$ cat src/rtl/mat_result_collector.sv
// Captures the mat_ops element stream into a local buffer, latches dims/status at op_done and
// replays the held frame row-major over valid/ready. Optional row-end marking: MAT_COLLECT_ROWMARK_EN.
module mat_result_collector #(
    parameter  int DW        = 8,
    parameter  int DIM_W     = 3,
    parameter  int MAX_ELEMS = 25,
    localparam int IW        = $clog2(MAX_ELEMS)
) (
    input  logic             clk,
    input  logic             rst_n,
    input  logic             busy_flag,
    input  logic             op_done,
    input  logic [DW-1:0]    result_data,
    input  logic [DIM_W-1:0] result_m,
    input  logic [DIM_W-1:0] result_n,
    input  logic             error_flag,
    input  logic             drain_req,
    input  logic             out_ready,
    output logic             out_valid,
    output logic [DW-1:0]    out_data,
    output logic [IW-1:0]    out_idx,
    output logic             out_last,
    output logic             out_row_end,
    output logic             frame_ready,
    output logic             drain_done,
    output logic [DIM_W-1:0] res_m,
    output logic [DIM_W-1:0] res_n,
    output logic [IW-1:0]    res_count,
    output logic             res_err,
    output logic             size_mismatch,
    output logic             overflow
);

    typedef enum logic [1:0] {ST_IDLE, ST_CAPTURE, ST_HOLD, ST_DRAIN} state_t;

    localparam int PW = 2 * DIM_W;
    localparam int CW = (PW > IW) ? PW : IW;
    localparam logic [IW-1:0] MAX_PTR = IW'(MAX_ELEMS);

    logic [DW-1:0] mem_q [MAX_ELEMS];
    logic          mem_we;
    logic [IW-1:0] mem_waddr;
    logic [DW-1:0] mem_wdata;

    state_t           state_q, state_d;
    logic [IW-1:0]    wr_ptr_q, wr_ptr_d;
    logic [IW-1:0]    rd_ptr_q, rd_ptr_d;
    logic             out_valid_q, out_valid_d;
    logic [DW-1:0]    out_data_q, out_data_d;
    logic             out_last_q, out_last_d;
    logic             frame_ready_q, frame_ready_d;
    logic             drain_done_q, drain_done_d;
    logic [DIM_W-1:0] res_m_q, res_m_d;
    logic [DIM_W-1:0] res_n_q, res_n_d;
    logic [IW-1:0]    res_count_q, res_count_d;
    logic             res_err_q, res_err_d;
    logic             size_mismatch_q, size_mismatch_d;
    logic             overflow_q, overflow_d;
    logic             cap;
    logic [PW-1:0]    dim_prod;
`ifdef MAT_COLLECT_ROWMARK_EN
    logic [DIM_W-1:0] col_q, col_d;
    logic             out_row_end_q, out_row_end_d;
`endif

    // A completion pulse is never an element, even if busy is still high.
    assign cap      = busy_flag & ~op_done;
    assign dim_prod = PW'(result_m) * PW'(result_n);

    always_comb begin
        state_d         = state_q;
        wr_ptr_d        = wr_ptr_q;
        rd_ptr_d        = rd_ptr_q;
        out_valid_d     = out_valid_q;
        out_data_d      = out_data_q;
        out_last_d      = out_last_q;
        frame_ready_d   = frame_ready_q;
        drain_done_d    = 1'b0;
        res_m_d         = res_m_q;
        res_n_d         = res_n_q;
        res_count_d     = res_count_q;
        res_err_d       = res_err_q;
        size_mismatch_d = size_mismatch_q;
        overflow_d      = overflow_q;
        mem_we          = 1'b0;
        mem_waddr       = '0;
        mem_wdata       = result_data;
`ifdef MAT_COLLECT_ROWMARK_EN
        col_d           = col_q;
        out_row_end_d   = out_row_end_q;
`endif
        if (op_done) begin
            res_m_d         = result_m;
            res_n_d         = result_n;
            res_err_d       = error_flag;
            // Only a capture in progress owns wr_ptr; otherwise the frame is empty.
            res_count_d     = (state_q == ST_CAPTURE) ? wr_ptr_q : '0;
            size_mismatch_d = (CW'(res_count_d) != CW'(dim_prod));
            frame_ready_d   = 1'b1;
            out_valid_d     = 1'b0;
            state_d         = ST_HOLD;
        end else if (cap) begin
            if (state_q != ST_CAPTURE) begin
                mem_we        = 1'b1;
                mem_waddr     = '0;
                wr_ptr_d      = IW'(1);
                overflow_d    = 1'b0;
                frame_ready_d = 1'b0;
                out_valid_d   = 1'b0;
                state_d       = ST_CAPTURE;
            end else if (wr_ptr_q == MAX_PTR) begin
                overflow_d = 1'b1;
            end else begin
                mem_we    = 1'b1;
                mem_waddr = wr_ptr_q;
                wr_ptr_d  = wr_ptr_q + IW'(1);
            end
        end else begin
            case (state_q)
                ST_HOLD: begin
                    if (drain_req) begin
                        if (res_count_q == '0 || res_err_q) begin
                            drain_done_d = 1'b1;
                        end else begin
                            state_d     = ST_DRAIN;
                            rd_ptr_d    = '0;
                            out_valid_d = 1'b1;
                            out_data_d  = mem_q[0];
                            out_last_d  = (res_count_q == IW'(1));
`ifdef MAT_COLLECT_ROWMARK_EN
                            col_d         = '0;
                            out_row_end_d = (res_n_q != '0) &&
                                            ((res_n_q == DIM_W'(1)) || out_last_d);
`endif
                        end
                    end
                end
                ST_DRAIN: begin
                    if (out_valid_q && out_ready) begin
                        rd_ptr_d = rd_ptr_q + IW'(1);
                        if (out_last_q) begin
                            out_valid_d  = 1'b0;
                            out_last_d   = 1'b0;
                            drain_done_d = 1'b1;
                            state_d      = ST_HOLD;
`ifdef MAT_COLLECT_ROWMARK_EN
                            out_row_end_d = 1'b0;
`endif
                        end else begin
                            out_data_d = mem_q[rd_ptr_d];
                            out_last_d = (rd_ptr_d == res_count_q - IW'(1));
`ifdef MAT_COLLECT_ROWMARK_EN
                            col_d         = (col_q == res_n_q - DIM_W'(1)) ? '0 : col_q + DIM_W'(1);
                            out_row_end_d = (res_n_q != '0) &&
                                            ((col_d == res_n_q - DIM_W'(1)) || out_last_d);
`endif
                        end
                    end
                end
                default: ;
            endcase
        end
    end

    always_ff @(posedge clk) begin
        if (mem_we) begin
            mem_q[mem_waddr] <= mem_wdata;
        end
    end

    always_ff @(posedge clk) begin
        if (!rst_n) begin
            state_q         <= ST_IDLE;
            wr_ptr_q        <= '0;
            rd_ptr_q        <= '0;
            out_valid_q     <= 1'b0;
            out_data_q      <= '0;
            out_last_q      <= 1'b0;
            frame_ready_q   <= 1'b0;
            drain_done_q    <= 1'b0;
            res_m_q         <= '0;
            res_n_q         <= '0;
            res_count_q     <= '0;
            res_err_q       <= 1'b0;
            size_mismatch_q <= 1'b0;
            overflow_q      <= 1'b0;
`ifdef MAT_COLLECT_ROWMARK_EN
            col_q           <= '0;
            out_row_end_q   <= 1'b0;
`endif
        end else begin
            state_q         <= state_d;
            wr_ptr_q        <= wr_ptr_d;
            rd_ptr_q        <= rd_ptr_d;
            out_valid_q     <= out_valid_d;
            out_data_q      <= out_data_d;
            out_last_q      <= out_last_d;
            frame_ready_q   <= frame_ready_d;
            drain_done_q    <= drain_done_d;
            res_m_q         <= res_m_d;
            res_n_q         <= res_n_d;
            res_count_q     <= res_count_d;
            res_err_q       <= res_err_d;
            size_mismatch_q <= size_mismatch_d;
            overflow_q      <= overflow_d;
`ifdef MAT_COLLECT_ROWMARK_EN
            col_q           <= col_d;
            out_row_end_q   <= out_row_end_d;
`endif
        end
    end

    assign out_valid     = out_valid_q;
    assign out_data      = out_data_q;
    assign out_idx       = rd_ptr_q;
    assign out_last      = out_last_q;
    assign frame_ready   = frame_ready_q;
    assign drain_done    = drain_done_q;
    assign res_m         = res_m_q;
    assign res_n         = res_n_q;
    assign res_count     = res_count_q;
    assign res_err       = res_err_q;
    assign size_mismatch = size_mismatch_q;
    assign overflow      = overflow_q;
`ifdef MAT_COLLECT_ROWMARK_EN
    assign out_row_end   = out_row_end_q;
`else
    assign out_row_end   = 1'b0;
`endif

endmodule
$ cat config.mk
export PLATFORM = sky130hd
export DESIGN_NAME = mat_result_collector
export DESIGN_NICKNAME = d
export VERILOG_FILES = /design/src/rtl/mat_result_collector.sv
export SDC_FILE = /design/constraint.sdc
export NUM_CORES = 1
export LEC_CHECK = 0
export ABC_AREA = 1
export BUFFER_PORTS_ARGS = -buffer_cell sky130_fd_sc_hd__buf_2
export CORE_MARGIN = 3
export CORE_UTILIZATION = 50
export CTS_CLUSTER_DIAMETER = 120
export DETAILED_ROUTE_END_ITERATION = 7
export MAX_ROUTING_LAYER = met4
export PLACE_DENSITY_LB_ADDON = 0.1
export SYNTH_ARGS = -nofsm -noshare
export SYNTH_HDL_FRONTEND = slang
export SYNTH_SLANG_ARGS = --single-unit
$ cat constraint.sdc
create_clock -name clk -period 2.6 [get_ports clk]
set_clock_uncertainty 0.1 [all_clocks]
set_input_delay 0.39 -clock clk [delete_from_list [all_inputs] [get_ports clk]]
set_output_delay 0.39 -clock clk [all_outputs]
set_load 0.02 [all_outputs]
==> results.sh <==
export IMPL_status="completed"
export IMPL_die_width_um=153
export IMPL_cts_root_buf="clkbuf_16"
export IMPL_cts_buffers=26
export IMPL_dr_pass1_iters=5
export IMPL_portBuffers=51
export IMPL_arrival_ns=2.67
export IMPL_holdCritStartpoint="result_m[2]"
export IMPL_synth_top_area_frac=0.554
export IMPL_hpwl_um=17400
export IMPL_syn_nets=1200
export IMPL_post_synth_top_area_cell="edfxtp_1"
export IMPL_rrSetupSlack_ns=0.25
export IMPL_antenna_cells=0
export IMPL_utilization=0.592
export IMPL_power_density_mw_per_mm2=663
export IMPL_viasPerCell=5.13
export IMPL_cts_tree="built"
export IMPL_grtUsageMet3=0.0360
export IMPL_irDropWorstVdd_uv=529
export IMPL_drc=0
export IMPL_fp_dieArea_mm2=0.0235
export IMPL_synth_edff_count=200
export IMPL_ios=53
export IMPL_met1_usage=0.342
export IMPL_detail_route_antenna_nets=0
export IMPL_worstSetupEndpointType="flop"
export IMPL_post_synth_cell_area_avg_um2=9.29
export IMPL_maxCapViolCount=0
export IMPL_drt_iter0_drc=670
export IMPL_busiest_layer="met2"
export IMPL_die_y_um=153
export IMPL_synth_ff_type="edfxtp_1"
export IMPL_grtUsageTotal=0.241
export IMPL_finalHoldViolCount=0
export IMPL_drive_gt1_frac=0.121
export IMPL_synth_area_top_cells="edfxtp_1 55%, nand2_1 13%, nand3_1 7.2%, dfxtp_1 7.0%, inv_1 6.1%"
export IMPL_fin_crit_sh=0.902
export IMPL_max_slew_worst_pin_slew_ns=1.13
export IMPL_reg2reg_from="out_idx[0]"
export IMPL_drt_wl_total_um=27500
export IMPL_postSynthCellCount=1166
export IMPL_ys_ff_latch=238
export IMPL_grt_pass1_wl_um=43000
export IMPL_power_total_uw=8290
export IMPL_synth_cell_types=34
export IMPL_crit_type="reg -> reg"
export IMPL_placed_cell_area_mm2=0.0117
export IMPL_fmax_mhz=426
export IMPL_core_area_mm2=0.0212
export IMPL_start_kind="flop"
export IMPL_yosysSeqAreaShare=0.625
export IMPL_post_route_min_period_ns=2.35
export IMPL_grt_pass1_vias=7478
export IMPL_whs_path_depth=3
export IMPL_max_clock_path_buffers=3
export IMPL_clk_pin_slew_ns=0.06
export IMPL_placedCellCount=1494
export IMPL_antenna_found_initial=0
export IMPL_grt_setup_unrepaired="false"
export IMPL_place_gp_congestion=0.918
export IMPL_yosysMostFrequentCell="nand2_1"
export IMPL_num_vias=7910
export IMPL_async_reset_ff_frac=0
export IMPL_netlist_area_mm2=0.0108
export IMPL_cts_sinks=238
export IMPL_yosys_warnings=0
export IMPL_cts_htree_levels=1
export IMPL_num_nets_final=1282
export IMPL_wire_per_inst_um=17.8
export IMPL_synth_common_cells="369 x nand2_1, 200 x edfxtp_1, 177 x inv_1"
export IMPL_postLayoutCellArea_mm2=0.0125
export IMPL_grt_start_max_net_pins=110
export IMPL_fillers=1884
export IMPL_critPathRequiredTime_ns=2.92
export IMPL_start_util=0.512
export IMPL_reg2reg_depth=10
export IMPL_reg2reg_to="out_data[3]"
export IMPL_syn2layout_area_growth_pct=15.5
export IMPL_finalSetupViolCount=0
export IMPL_grt_util_met2=0.367
export IMPL_hold_end="res_m[2]"
export IMPL_worstHoldPathType="in -> reg"
export IMPL_instances_no_fill=1543
export IMPL_worstPathMaxFanout=21
export IMPL_grt_overflow_total=0
export IMPL_tns_ns=0
export IMPL_slew_viol_final=0
export IMPL_relSlewSlack=0.245
export IMPL_rows=53
export IMPL_clk_latency_ns=0.53
export IMPL_leakage_uw=0.00544
[flip-flops by register name (all words and copies together) (netlist names)]
name / count
wr_ptr_q: 5
res_m: 3
out_valid: 1
overflow: 1
out_data: 8
out_last: 1
res_err: 1
res_count: 5
mem_q: 200
state_q: 2
frame_ready: 1
size_mismatch: 1
res_n: 3
out_idx: 5
drain_done: 1
[critical path, stage by stage, from the launching register on]
cell and delay (ns):
dfxtp_4 0.35, ha_2 0.20, xnor2_2 0.86, buf_4 0.28, nand3_1 0.08, nand3_1 0.08
nand2_1 0.07, nand2_1 0.06, nand3_1 0.07, nand2_1 0.06, inv_1 0.04
[how the worst max path moves through the flow]
| stage | startpoint | to | cells after the start |
|---|---|---|---|
| 2_1_floorplan | wr_ptr_q[1] | mem_q[24][0] | 11 |
| 3_3_place_gp | result_m[2] | size_mismatch | 12 |
| 3_5_place_dp | result_m[2] | size_mismatch | 12 |
| 4_1_cts | wr_ptr_q[1] | mem_q[0][4] | 10 |
| 5_1_grt | out_idx[0] | out_data[3] | 10 |
| 6_report | out_idx[0] | out_data[3] | 10 |
[kinds of logic after synthesis]
logic type | count (synthesis) | synth area share
AOI/OAI and AO/OA | 41 | 0.0210
xor gates and xnor gates | 15 | 0.0135
adders and majority gates | 13 | 0.0164
buffers and inverters | 228 | 0.0828
DFF | 238 | 0.625
other | 1 | 0.000346
and+or+nand+nor | 630 | 0.241
[where the power goes]
part           switching (uW)  total, uW  internal [uW]
clock                    1460       3640           2180
combinational             336        476            140
sequential               18.2       4180           4160
[what timing repair did]
action | CTS | global route
setup endpoints to repair | 0 | 16
hold endpoints to repair | 1 | 0
hold buffers | 1 | 0
resized for setup | 0 | 2
buffers inserted | 0 | 0
[cell usage in the layout, fill, tap and decap left out, types with 2 or more instances in the layout]
master       n
a211oi_1     4
a21oi_1     25
buf_12       5
buf_2       51
buf_4       43
bufinv_16    2
clkbuf_1     6
clkbuf_16   27
clkbuf_8     3
clkinv_1     6
clkinv_2     2
dfxtp_1     37
edfxtp_1   200
fa_1         2
ha_1        10
inv_1      177
inv_2        3
nand2_1    369
nand2_2      3
nand2_4      2
nand3_1    155
nand4_1      5
nor2_1      81
nor2_2       4
nor3_1       9
o21ai_0      5
o22ai_1      5
xnor2_1      6
xor2_1       7
[final cells by class]
cell class	count	area (um^2)	area share
Inverter	182	686	0.0548
Sequential cell	238	6770	0.541
Timing Repair Buffer	100	688	0.0550
Multi-Input combinational cell	700	3180	0.254
Clock inverter	12	110	0.00880
Tap cell	275	344	0.0275
Clock buffer	36	739	0.0591
[metal layers]
layer	wire, um	part of all wire
met5	0	0
met4	771	0.028
met3	1770	0.064
met2	12600	0.46
met1	12300	0.45
[through the flow]
step           hold WS (ns)  setup WS [ns]
4_1_cts              0.0267          0.142
3_3_place_gp          0.347          0.127
3_5_place_dp          0.352          0.121
6_report             0.0507          0.254
2_1_floorplan         0.389          0.301
5_1_grt              0.0548         0.0614
No activity file was read; power rests on OpenSTA's default activity.
